**config.mk**
```make
export PLATFORM = sky130hd
export DESIGN_NAME = ps2_key_ctrl_flat
export DESIGN_NICKNAME = d
export VERILOG_FILES = /design/src/rtl/ps2_key_ctrl_if.sv /design/src/rtl/ps2_key_ctrl.sv /design/src/flat_wrapper.sv
export SDC_FILE = /design/constraint.sdc
export NUM_CORES = 1
export LEC_CHECK = 0
export BUFFER_PORTS_ARGS = -buffer_cell sky130_fd_sc_hd__buf_4
export CORE_ASPECT_RATIO = 0.8
export CORE_UTILIZATION = 50
export CTS_CLUSTER_DIAMETER = 30
export DETAILED_ROUTE_END_ITERATION = 8
export MAX_ROUTING_LAYER = met4
export PLACE_DENSITY = 0.69
export SLEW_MARGIN = 15
export SYNTH_ARGS = -nofsm -noshare
export SYNTH_HDL_FRONTEND = slang
export SYNTH_SLANG_ARGS = --single-unit
```
**constraint.sdc**
```tcl
create_clock -name clk -period 8.1 [get_ports clk]
set_input_delay 0.81 -clock clk [delete_from_list [all_inputs] [get_ports clk]]
set_output_delay 0.81 -clock clk [all_outputs]
set_load 0.005 [all_outputs]
```
**src/rtl/ps2_key_ctrl_if.sv**
```systemverilog
// Bundle of the byte-in, event-out and key-status signals of ps2_key_ctrl.
// slave is the controller side; master is the receiver/consumer side.
interface ps2_key_ctrl_if #(
  parameter int CNT_W = 8
);
  logic             in_valid;
  logic [7:0]       in_data;
  logic             in_err;
  logic             ev_valid;
  logic [9:0]       ev_data;
  logic             ev_ready;
  logic             key_down;
  logic [7:0]       key_code;
  logic             key_ext;
  logic [CNT_W-1:0] press_count;
  logic             overflow;

  modport slave (
    input  in_valid, in_data, in_err, ev_ready,
    output ev_valid, ev_data, key_down, key_code, key_ext, press_count, overflow
  );

  modport master (
    output in_valid, in_data, in_err, ev_ready,
    input  ev_valid, ev_data, key_down, key_code, key_ext, press_count, overflow
  );
endinterface

```
**src/rtl/ps2_key_ctrl.sv**
```systemverilog
// PS/2 scan-code decoder: make/break/E0 tracking, typematic suppression,
// held-key status, press counter and a valid/ready event FIFO.
module ps2_key_ctrl #(
  parameter int FIFO_DEPTH = 8,
  parameter int CNT_W      = 8
) (
  input  logic             clk,
  input  logic             reset,
  ps2_key_ctrl_if.slave    bus
);
  localparam int ADDR_W = $clog2(FIFO_DEPTH);

  localparam logic [1:0] S_IDLE = 2'd0;
  localparam logic [1:0] S_E0   = 2'd1;
  localparam logic [1:0] S_F0   = 2'd2;
  localparam logic [1:0] S_E0F0 = 2'd3;

  logic [1:0]       state, state_nxt;
  logic             ev_gen, ev_ext, ev_brk;
  logic             key_match, push_req, push, pop, full, empty;
  logic [ADDR_W:0]  wr_ptr, rd_ptr;
  logic [9:0]       mem [FIFO_DEPTH];
  logic             key_down, key_ext, overflow;
  logic [7:0]       key_code;
  logic [CNT_W-1:0] press_count;

  // in_err has priority over a coincident byte and just resyncs the decoder
  always_comb begin
    state_nxt = state;
    ev_gen    = 1'b0;
    ev_ext    = 1'b0;
    ev_brk    = 1'b0;
    if (bus.in_err) begin
      state_nxt = S_IDLE;
    end else if (bus.in_valid) begin
      case (bus.in_data)
        8'hE0:   state_nxt = S_E0;
        8'hF0:   state_nxt = (state == S_E0 || state == S_E0F0) ? S_E0F0 : S_F0;
        default: begin
          state_nxt = S_IDLE;
          ev_gen    = 1'b1;
          ev_ext    = (state == S_E0) || (state == S_E0F0);
          ev_brk    = (state == S_F0) || (state == S_E0F0);
        end
      endcase
    end
  end

  assign key_match = key_down && (ev_ext == key_ext) && (bus.in_data == key_code);
  // a make of the already-held key is a typematic repeat and vanishes entirely
  assign push_req  = ev_gen && (ev_brk || !key_match);

  assign empty = (wr_ptr == rd_ptr);
  assign full  = (wr_ptr[ADDR_W] != rd_ptr[ADDR_W]) &&
                 (wr_ptr[ADDR_W-1:0] == rd_ptr[ADDR_W-1:0]);
  assign pop   = !empty && bus.ev_ready;
  assign push  = push_req && (!full || pop);

  always_ff @(posedge clk) begin
    if (reset) begin
      state       <= S_IDLE;
      key_down    <= 1'b0;
      key_code    <= '0;
      key_ext     <= 1'b0;
      press_count <= '0;
      overflow    <= 1'b0;
      wr_ptr      <= '0;
      rd_ptr      <= '0;
    end else begin
      state <= state_nxt;
      if (ev_gen && !ev_brk && !key_match) begin
        key_down    <= 1'b1;
        key_code    <= bus.in_data;
        key_ext     <= ev_ext;
        press_count <= press_count + 1'b1;
      end
      if (ev_gen && ev_brk && key_match)
        key_down <= 1'b0;
      if (push_req && !push)
        overflow <= 1'b1;
      if (push)
        wr_ptr <= wr_ptr + 1'b1;
      if (pop)
        rd_ptr <= rd_ptr + 1'b1;
    end
  end

  always_ff @(posedge clk) begin
    if (push)
      mem[wr_ptr[ADDR_W-1:0]] <= {ev_ext, ev_brk, bus.in_data};
  end

  // storage is not cleared on reset, so the head is masked while empty
  assign bus.ev_valid    = !empty;
  assign bus.ev_data     = empty ? 10'd0 : mem[rd_ptr[ADDR_W-1:0]];
  assign bus.key_down    = key_down;
  assign bus.key_code    = key_code;
  assign bus.key_ext     = key_ext;
  assign bus.press_count = press_count;
  assign bus.overflow    = overflow;
endmodule

```
**src/flat_wrapper.sv**
```systemverilog
// flat-port wrapper written by rule: the top's interface ports become plain ports
module ps2_key_ctrl_flat 
#(
  parameter int FIFO_DEPTH = 8,
  parameter int CNT_W      = 8
)
  (clk, reset, bus_in_valid, bus_in_data, bus_in_err, bus_ev_ready, bus_ev_valid, bus_ev_data, bus_key_down, bus_key_code, bus_key_ext, bus_press_count, bus_overflow);
  ps2_key_ctrl_if #(.CNT_W(CNT_W)) bus_i ();
  input  logic clk;
  input  logic reset;
  input wire logic [$bits(bus_i.in_valid)-1:0] bus_in_valid;
  input wire logic [$bits(bus_i.in_data)-1:0] bus_in_data;
  input wire logic [$bits(bus_i.in_err)-1:0] bus_in_err;
  input wire logic [$bits(bus_i.ev_ready)-1:0] bus_ev_ready;
  output wire logic [$bits(bus_i.ev_valid)-1:0] bus_ev_valid;
  output wire logic [$bits(bus_i.ev_data)-1:0] bus_ev_data;
  output wire logic [$bits(bus_i.key_down)-1:0] bus_key_down;
  output wire logic [$bits(bus_i.key_code)-1:0] bus_key_code;
  output wire logic [$bits(bus_i.key_ext)-1:0] bus_key_ext;
  output wire logic [$bits(bus_i.press_count)-1:0] bus_press_count;
  output wire logic [$bits(bus_i.overflow)-1:0] bus_overflow;
  assign bus_i.in_valid = bus_in_valid;
  assign bus_i.in_data = bus_in_data;
  assign bus_i.in_err = bus_in_err;
  assign bus_i.ev_ready = bus_ev_ready;
  assign bus_ev_valid = bus_i.ev_valid;
  assign bus_ev_data = bus_i.ev_data;
  assign bus_key_down = bus_i.key_down;
  assign bus_key_code = bus_i.key_code;
  assign bus_key_ext = bus_i.key_ext;
  assign bus_press_count = bus_i.press_count;
  assign bus_overflow = bus_i.overflow;
  ps2_key_ctrl #(.FIFO_DEPTH(FIFO_DEPTH), .CNT_W(CNT_W)) u_core (.clk(clk), .reset(reset), .bus(bus_i));
endmodule
```
==> parameters.txt, run 1 <==
Parameter                              Value

Placed design
  Port Buf Inserts    42
  Total cell area at the placement stage    0.00527 mm²
  HPWL after detailed placement    6120 µm
  Placer's final routability congestion estimate    0.743

Die
  Starting density of the core    52.2%
  Placeable core area    0.00919 mm²
  Num rows    31
  Die height    89.6 µm
  DIE AREA    0.0100 mm²
  I/O pin count    43
  Die W    112 µm

Pwr
  Lkg Pwr    0.00193 µW
  Switching share of total power    21.9%
  Combinational Power Share    10.9%
  Power spent charging and discharging nets    270 µW
  Share of total power in the clock network    37.7%
  Relative contribution of sequential cells to total power    51.4%
  Pwr dens    220 mW/mm²
  Worst supply voltage drop on vdd    0.122 mV
  Internal power component    962 µW

Clocking
  Gates resized, CTS repair    0
  CTS root buf    sky130_fd_sc_hd__clkbuf_16
  Post-CTS setup-driven buffer insertion count    0
  Htree depth    3
  Clock tree from TritonCTS    yes
  Worst-Skew Late Latency    0.34 ns
  Clock sink count    112
  TritonCTS Buffers    9
  Hold Buf Count CTS    0
  Buffers from clock root to sink, at most    2
  Clock transition at the registers of the reported paths    0.07 ns

Drt
  Iteration-0 DRC count of the detailed router    130
  Routed via count    2775
  Antenna-violating nets left    0
  Number of optimization iterations in the first detailed-route pass    7
  Via count normalized by instance count    5.73
  DRC errors left    4
  DRT Wirelength    9330 µm
  WL/cell    19.3 µm

STA
  Hold Fails Final Rpt    0
  Final period demand of the worst path    3.25 ns
  Least-Margin Pin Slew    0.987 ns
  Relative slew slack    34.1%
  Final worst-path cycle share    40.2%
  Max Fclk    307 MHz
  Setup tns final    0 ns
  Number of setup violations in the final report    0
  Max-slew violation count    0
  Setup repair after global routing missed its margin    false
  Worst clock skew    0.00762 ns

Global route
  Overall global routing resource usage    20.5%
  Busiest grt layer    met2
  Pin count of the biggest net entering global routing    49
  GR Util met1    26.2%
  Met3 track demand over resource    4.50%
  Global-route track usage on met2    33.7%
  Vias in the first global route    2661
  Global-route wire length before repair    14500 µm
  Initial antenna violation count    0
  Total overflow reported by the global router    0

Synth
  Count of state elements after synthesis    112
  Synth top area share    50.1%
  Post-synth net total    336
  Post-Synthesis Cell Area    0.00480 mm²
  Area contributors post-synth    sky130_fd_sc_hd__edfxtp_1 50%, sky130_fd_sc_hd__dfxtp_1 13%, sky130_fd_sc_hd__mux4_2 9.4%
  Number of warning messages in the yosys log    0
  Synthesized instance count    320
  Number of enable flip-flop cells after synthesis    80
  Average cell area after synthesis    15.0 µm²
  Largest area contributor in the synthesized netlist    sky130_fd_sc_hd__edfxtp_1
  Share of flip-flops with an asynchronous set or reset    0%
  Seq/Total Area, Yosys    63.4%
  Leading register cell type out of synthesis    sky130_fd_sc_hd__edfxtp_1
  Count of unique library cells instantiated by Yosys    43

Layout
  Area growth from synthesis to layout    16.6%
  Share of final-layout standard cells stronger than drive strength 1    27.9%
  Area occupied by registers    0.00304 mm²
  Antenna diodes    0
  Multi-input gate area    0.00171 mm²
  Design area    0.00560 mm²
  Net count of the finished layout    380
  Fill cell instance count of the final layout    696

Worst setup path
  Critical Path RT    7.29 ns
  Crit path arrival time    2.44 ns
  Cell with the largest stage delay on the worst path    sky130_fd_sc_hd__nor2b_1
  CP Capture Type    output pin
  CP max stage delay    0.76 ns
  Startpoint Class    register
  Sequence of cells on the critical path    xnor2_1 -> nand3_1 -> nor2b_1 -> inv_1 -> buf_4
  Critical Setup Path Class    reg -> out
  Max Fanout on Critical Path    12

Hold path
  Worst hold path type    reg -> reg

Run
  Maximum Capacitance Violations    0

Run status
  Run status    finished with violations
  Violated checks    DRC
-- placed cells by master (no fill, tap or decap), types with 2 or more instances in the layout --
cell type | synthesis | layout
sky130_fd_sc_hd__nor4b_2 | 0 | 2
sky130_fd_sc_hd__mux2i_1 | 21 | 21
sky130_fd_sc_hd__ha_1 | 3 | 3
sky130_fd_sc_hd__or3_1 | 4 | 4
sky130_fd_sc_hd__clkbuf_16 | 0 | 9
sky130_fd_sc_hd__clkinv_4 | 0 | 3
sky130_fd_sc_hd__nand2_1 | 9 | 9
sky130_fd_sc_hd__dfxtp_1 | 32 | 32
sky130_fd_sc_hd__a21oi_1 | 8 | 8
sky130_fd_sc_hd__buf_4 | 0 | 48
sky130_fd_sc_hd__o31ai_1 | 3 | 3
sky130_fd_sc_hd__clkinv_2 | 0 | 2
sky130_fd_sc_hd__inv_1 | 5 | 5
sky130_fd_sc_hd__xor2_1 | 5 | 5
sky130_fd_sc_hd__nor2b_1 | 9 | 9
sky130_fd_sc_hd__xnor2_1 | 12 | 12
sky130_fd_sc_hd__nand2b_1 | 24 | 24
sky130_fd_sc_hd__bufinv_16 | 0 | 2
sky130_fd_sc_hd__or4_1 | 3 | 3
sky130_fd_sc_hd__edfxtp_1 | 80 | 80
sky130_fd_sc_hd__mux4_2 | 20 | 20
sky130_fd_sc_hd__and4b_1 | 2 | 2
sky130_fd_sc_hd__mux2_2 | 7 | 7
sky130_fd_sc_hd__nor4b_4 | 1 | 2
sky130_fd_sc_hd__nor2_1 | 22 | 22
sky130_fd_sc_hd__nand3_1 | 7 | 7
sky130_fd_sc_hd__nor3_1 | 7 | 7
-- final timing paths --
| path | startpoint | endpoint | slack, ns | cells after the start |
|---|---|---|---|---|
| setup / recovery | u_core.wr_ptr[0]$_SDFFE_PP0P_ | bus_ev_valid | 4.85 | 5 |
| hold / removal | u_core.bus.overflow$_SDFFE_PP0P_ | u_core.bus.overflow$_SDFFE_PP0P_ | 0.47 | 2 |
| setup reg to reg | u_core.bus.key_ext$_SDFFE_PP0P_ | u_core.mem[6][1]$_DFFE_PP_ | 5.30 | 6 |
| hold reg to reg | u_core.bus.overflow$_SDFFE_PP0P_ | u_core.bus.overflow$_SDFFE_PP0P_ | 0.47 | 2 |
-- layout make-up --
| class | instances | area share [%] |
|---|---|---|
| well taps | 115 | 2.57 |
| flip-flops and latches | 112 | 54.4 |
| repair buffers | 48 | 6.44 |
| inverters | 5 | 0.335 |
| multi-input cells | 188 | 30.5 |
| clock inverters | 7 | 1.72 |
| clock buffers | 9 | 4.02 |
-- layer usage --
metal / up-vias / part of all wire, % / wire [µm]
met4: 0 / 1.0 / 93
met5: - / 0 / 0
met3: 8 / 4.4 / 413
met1: 1398 / 45 / 4230
met2: 74 / 49 / 4600
li1: 1295 / - / -
-- cell usage after synthesis, drive strengths merged, types with 3 or more instances --
cell	count
mux2	7
nor3	7
xnor2	12
ha	3
inv	5
nor4	3
dfxtp	32
or4	3
xor2	5
or3	4
clkbuf	10
nor4b	4
nand2	9
buf	5
nor2b	9
mux4	20
nand3	7
nor2	23
mux2i	21
nand2b	24
edfxtp	80
a21oi	8
o31ai	3
-- flip-flops by register name, summed over array words and instances (netlist names), named ones only --
| register | cells |
|---|---|
| u_core.mem | 80 |
| u_core.bus.key_code | 8 |
| u_core.bus.press_count | 8 |
| u_core.rd_ptr | 4 |
| u_core.wr_ptr | 4 |
| u_core.state | 2 |
| u_core.bus.key_down | 1 |
| u_core.bus.key_ext | 1 |
| u_core.bus.overflow | 1 |
-- cells by family after synthesis --
kind of cell	count (synthesis)	share of synthesized area (%)
buf+inv	20	1.80
compound gates	17	2.27
mux	48	15.4
fa+ha+maj	3	0.782
flops	112	63.4
simple gates	103	13.2
xor+xnor	17	3.10
-- power groups by stage --
stage               logic (µW)  registers (µW)  clock network, µW
floorplan                 88.5             640                  0
global placement           134             645                  0
detailed placement         137             646                  0
CTS                        137             633                475
global route               148             634                496
finish                     135             633                464
-- critical path, delay by kind of cell, from the launching register on --
kind          cells  cell delay (ns)
simple gates      2             0.87
flops             1             0.61
buf+inv           2             0.45
xor+xnor          1             0.17
-- metrics by stage --
step                      utilization (%)  power (µW)  hold slack, ns  setup slack [ns]  instances
after floorplan                         -         729           0.442              4.89        320
after global placement               57.2         779           0.436              4.66        468
after detailed placement             57.3         783           0.459              4.86        468
after CTS                            60.8        1250           0.467              4.76        484
after global routing                 60.9        1280           0.486              4.61        484
final                                60.9        1230           0.466              4.85        484
(Power assumes the default switching activity.)
==> run 2, diff against run 1 <==
==> constraint.sdc (replaced) <==
create_clock -name clk -period 3.2 [get_ports clk]
set_input_delay 0.32 -clock clk [delete_from_list [all_inputs] [get_ports clk]]
set_output_delay 0.32 -clock clk [all_outputs]
set_load 0.005 [all_outputs]
==> run 2 against run 1 <==
Effect of this change: the run still ends with DRC left; routed wire length down 1.3%; flip-flop and latch count stayed put; sequential power rose to 2.5 times the previous value; worst hold slack got worse by 0.30 ns; clock skew grew 0.0020 ns; worst setup slack worse by 4.1 ns.
==> parameters.txt, run 2 (same netlist as run 1, synthesis figures left out) <==
Parameter                              Value

Run status
  Run status    finished with violations
  Violated checks    DRC

STA
  Hold Fails Final Rpt    0
  Max-slew violation count    0
  Final worst-path cycle share    77.2%
  Relative slew slack    51.7%
  Least-Margin Pin Slew    0.724 ns
  Setup repair after global routing missed its margin    false
  Max Fclk    405 MHz
  Setup tns final    0 ns
  Final period demand of the worst path    2.47 ns
  Final hold slack    0.164 ns
  Worst clock skew    0.00963 ns
  Number of setup violations in the final report    0

Die
  Die height    89.6 µm
  I/O pin count    43
  Placeable core area    0.00919 mm²
  Starting density of the core    52.2%
  Die W    112 µm
  DIE AREA    0.0100 mm²
  Num rows    31

Layout
  Design area    0.00560 mm²
  Number of flip-flops under the largest register name    80
  Most common cell after layout, fill and taps aside    sky130_fd_sc_hd__edfxtp_1
  Post-Layout Cell Count    488
  Top library cells by usage in the layout, fill and taps aside    80 x sky130_fd_sc_hd__edfxtp_1, 52 x sky130_fd_sc_hd__buf_4, 32 x sky130_fd_sc_hd__dfxtp_1
  Net count of the finished layout    384
  Final core utilization    60.9%
  Share of final-layout standard cells stronger than drive strength 1    28.2%
  Area growth from synthesis to layout    16.7%
  Antenna diodes    0

Placed design
  Number of placed cells counting well taps    472
  Total cell area at the placement stage    0.00529 mm²
  Port Buf Inserts    42
  HPWL after detailed placement    6100 µm
  Placer's final routability congestion estimate    0.750

Worst setup path
  Startpoint Class    register
  Critical Path RT    3.17 ns
  Critical Setup Path Class    reg -> reg
  CP Capture Type    register
  Source of the worst register-to-register timing path    u_core.bus.key_ext$_SDFFE_PP0P_
  Cell depth of the worst flop-to-flop path    5
  Max Fanout on Critical Path    10
  Register-to-register setup slack    0.73 ns
  Crit path arrival time    2.44 ns
  End of the worst register-to-register path    u_core.mem[3][2]$_DFFE_PP_

Hold path
  Launch point of the worst hold path    bus_in_err
  Hold path cells    2
  Worst hold path type    in -> reg
  Hold worst-path end    u_core.state[1]$_SDFFE_PP0P_

Pwr
  Share of total power in the clock network    36.5%
  Lkg Pwr    0.00195 µW
  Power spent charging and discharging nets    680 µW
  Relative contribution of sequential cells to total power    52.1%
  Switching share of total power    22.1%
  Pwr dens    548 mW/mm²
  Internal power component    2390 µW
  Worst supply voltage drop on vdd    0.335 mV
  Combinational Power Share    11.4%

Clocking
  Clock tree from TritonCTS    yes
  Gates resized, CTS repair    0
  Post-CTS setup-driven buffer insertion count    0
  Htree depth    3
  Worst-Skew Late Latency    0.34 ns
  Clock sink count    112
  Hold Buf Count CTS    0
  CTS root buf    sky130_fd_sc_hd__clkbuf_16
  TritonCTS Buffers    9
  Buffers from clock root to sink, at most    2
  Clock transition at the registers of the reported paths    0.07 ns

Global route
  Vias in the first global route    2579
  Overall global routing resource usage    20.1%
  Initial antenna violation count    0
  Total overflow reported by the global router    0
  Global-route wire length before repair    14400 µm
  Pin count of the biggest net entering global routing    49

Drt
  DRC errors left    4
  Via count normalized by instance count    5.62
  WL/cell    18.9 µm
  Routed via count    2744
  DRT Wirelength    9210 µm
  Iteration-0 DRC count of the detailed router    135
  Number of optimization iterations in the first detailed-route pass    7
  Antenna-violating nets left    0

Run
  Maximum Capacitance Violations    0
==> run 2: cell count changes in the layout (fill, tap and decap cells not counted) <==
cell	delta
sky130_fd_sc_hd__inv_6	+1
sky130_fd_sc_hd__clkinv_2	-2
sky130_fd_sc_hd__clkbuf_1	+1
sky130_fd_sc_hd__clkbuf_8	+1
sky130_fd_sc_hd__a211oi_2	-1
sky130_fd_sc_hd__nor4b_2	+1
sky130_fd_sc_hd__bufinv_16	-1
sky130_fd_sc_hd__buf_4	+4
sky130_fd_sc_hd__nor4b_4	-1
sky130_fd_sc_hd__a211oi_1	+1
==> run 2: routing by layer <==
metal	wire, µm	global-route usage, %
met1	4430	26.7
met2	4430	32.8
met3	283	3.62
met4	71	4.79
met5	0	-
==> run 2: worst max path at each step <==
stage                                    start                                endpoint  slack (ns)  depth (start not counted)
3_3_place_gp                    bus_in_data[7]  u_core.bus.press_count[0]$_SDFFE_PP0P_        0.83                          6
3_5_place_dp                    bus_in_data[7]  u_core.bus.press_count[0]$_SDFFE_PP0P_        0.75                          6
6_report       u_core.bus.key_ext$_SDFFE_PP0P_              u_core.mem[3][2]$_DFFE_PP_        0.73                          5
5_1_grt          u_core.wr_ptr[0]$_SDFFE_PP0P_              u_core.mem[5][5]$_DFFE_PP_        0.57                          5
2_1_floorplan  u_core.bus.key_ext$_SDFFE_PP0P_              u_core.mem[4][0]$_DFFE_PP_        0.31                          5
4_1_cts        u_core.bus.key_ext$_SDFFE_PP0P_              u_core.mem[3][5]$_DFFE_PP_        0.72                          5
==> run 2: power by group through the flow <==
stage          sequential (µW)  clock, µW  combinational, µW
5_1_grt                   1600       1200                386
3_3_place_gp              1630          0                349
3_5_place_dp              1630          0                357
6_report                  1600       1120                350
2_1_floorplan             1620          0                224
4_1_cts                   1600       1140                357
==> run 2: stage by stage <==
| stage | power (µW) | setup WS (ns) |
|---|---|---|
| 4_1_cts | 3100 | 0.719 |
| 3_3_place_gp | 1980 | 0.828 |
| 5_1_grt | 3180 | 0.567 |
| 2_1_floorplan | 1850 | 0.312 |
| 6_report | 3070 | 0.730 |
| 3_5_place_dp | 1990 | 0.745 |
==> run 2: area by class of cell <==
class | instances | area, µm²
clock inverters | 5 | 65.1
inverters | 5 | 18.8
well taps | 115 | 144
repair buffers | 52 | 390
fillers | 698 | 3590
multi-input cells | 188 | 1700
clock buffers | 11 | 243
flip-flops and latches | 112 | 3040
==> run 2: worst max-delay path, cell delays in order (launching register included) <==
cell and delay (ns):
sky130_fd_sc_hd__dfxtp_1 0.41, sky130_fd_sc_hd__xor2_1 0.33, sky130_fd_sc_hd__nor2_1 0.08, sky130_fd_sc_hd__nor4b_4 0.15, sky130_fd_sc_hd__nor3_1 0.43, sky130_fd_sc_hd__and4b_1 0.70
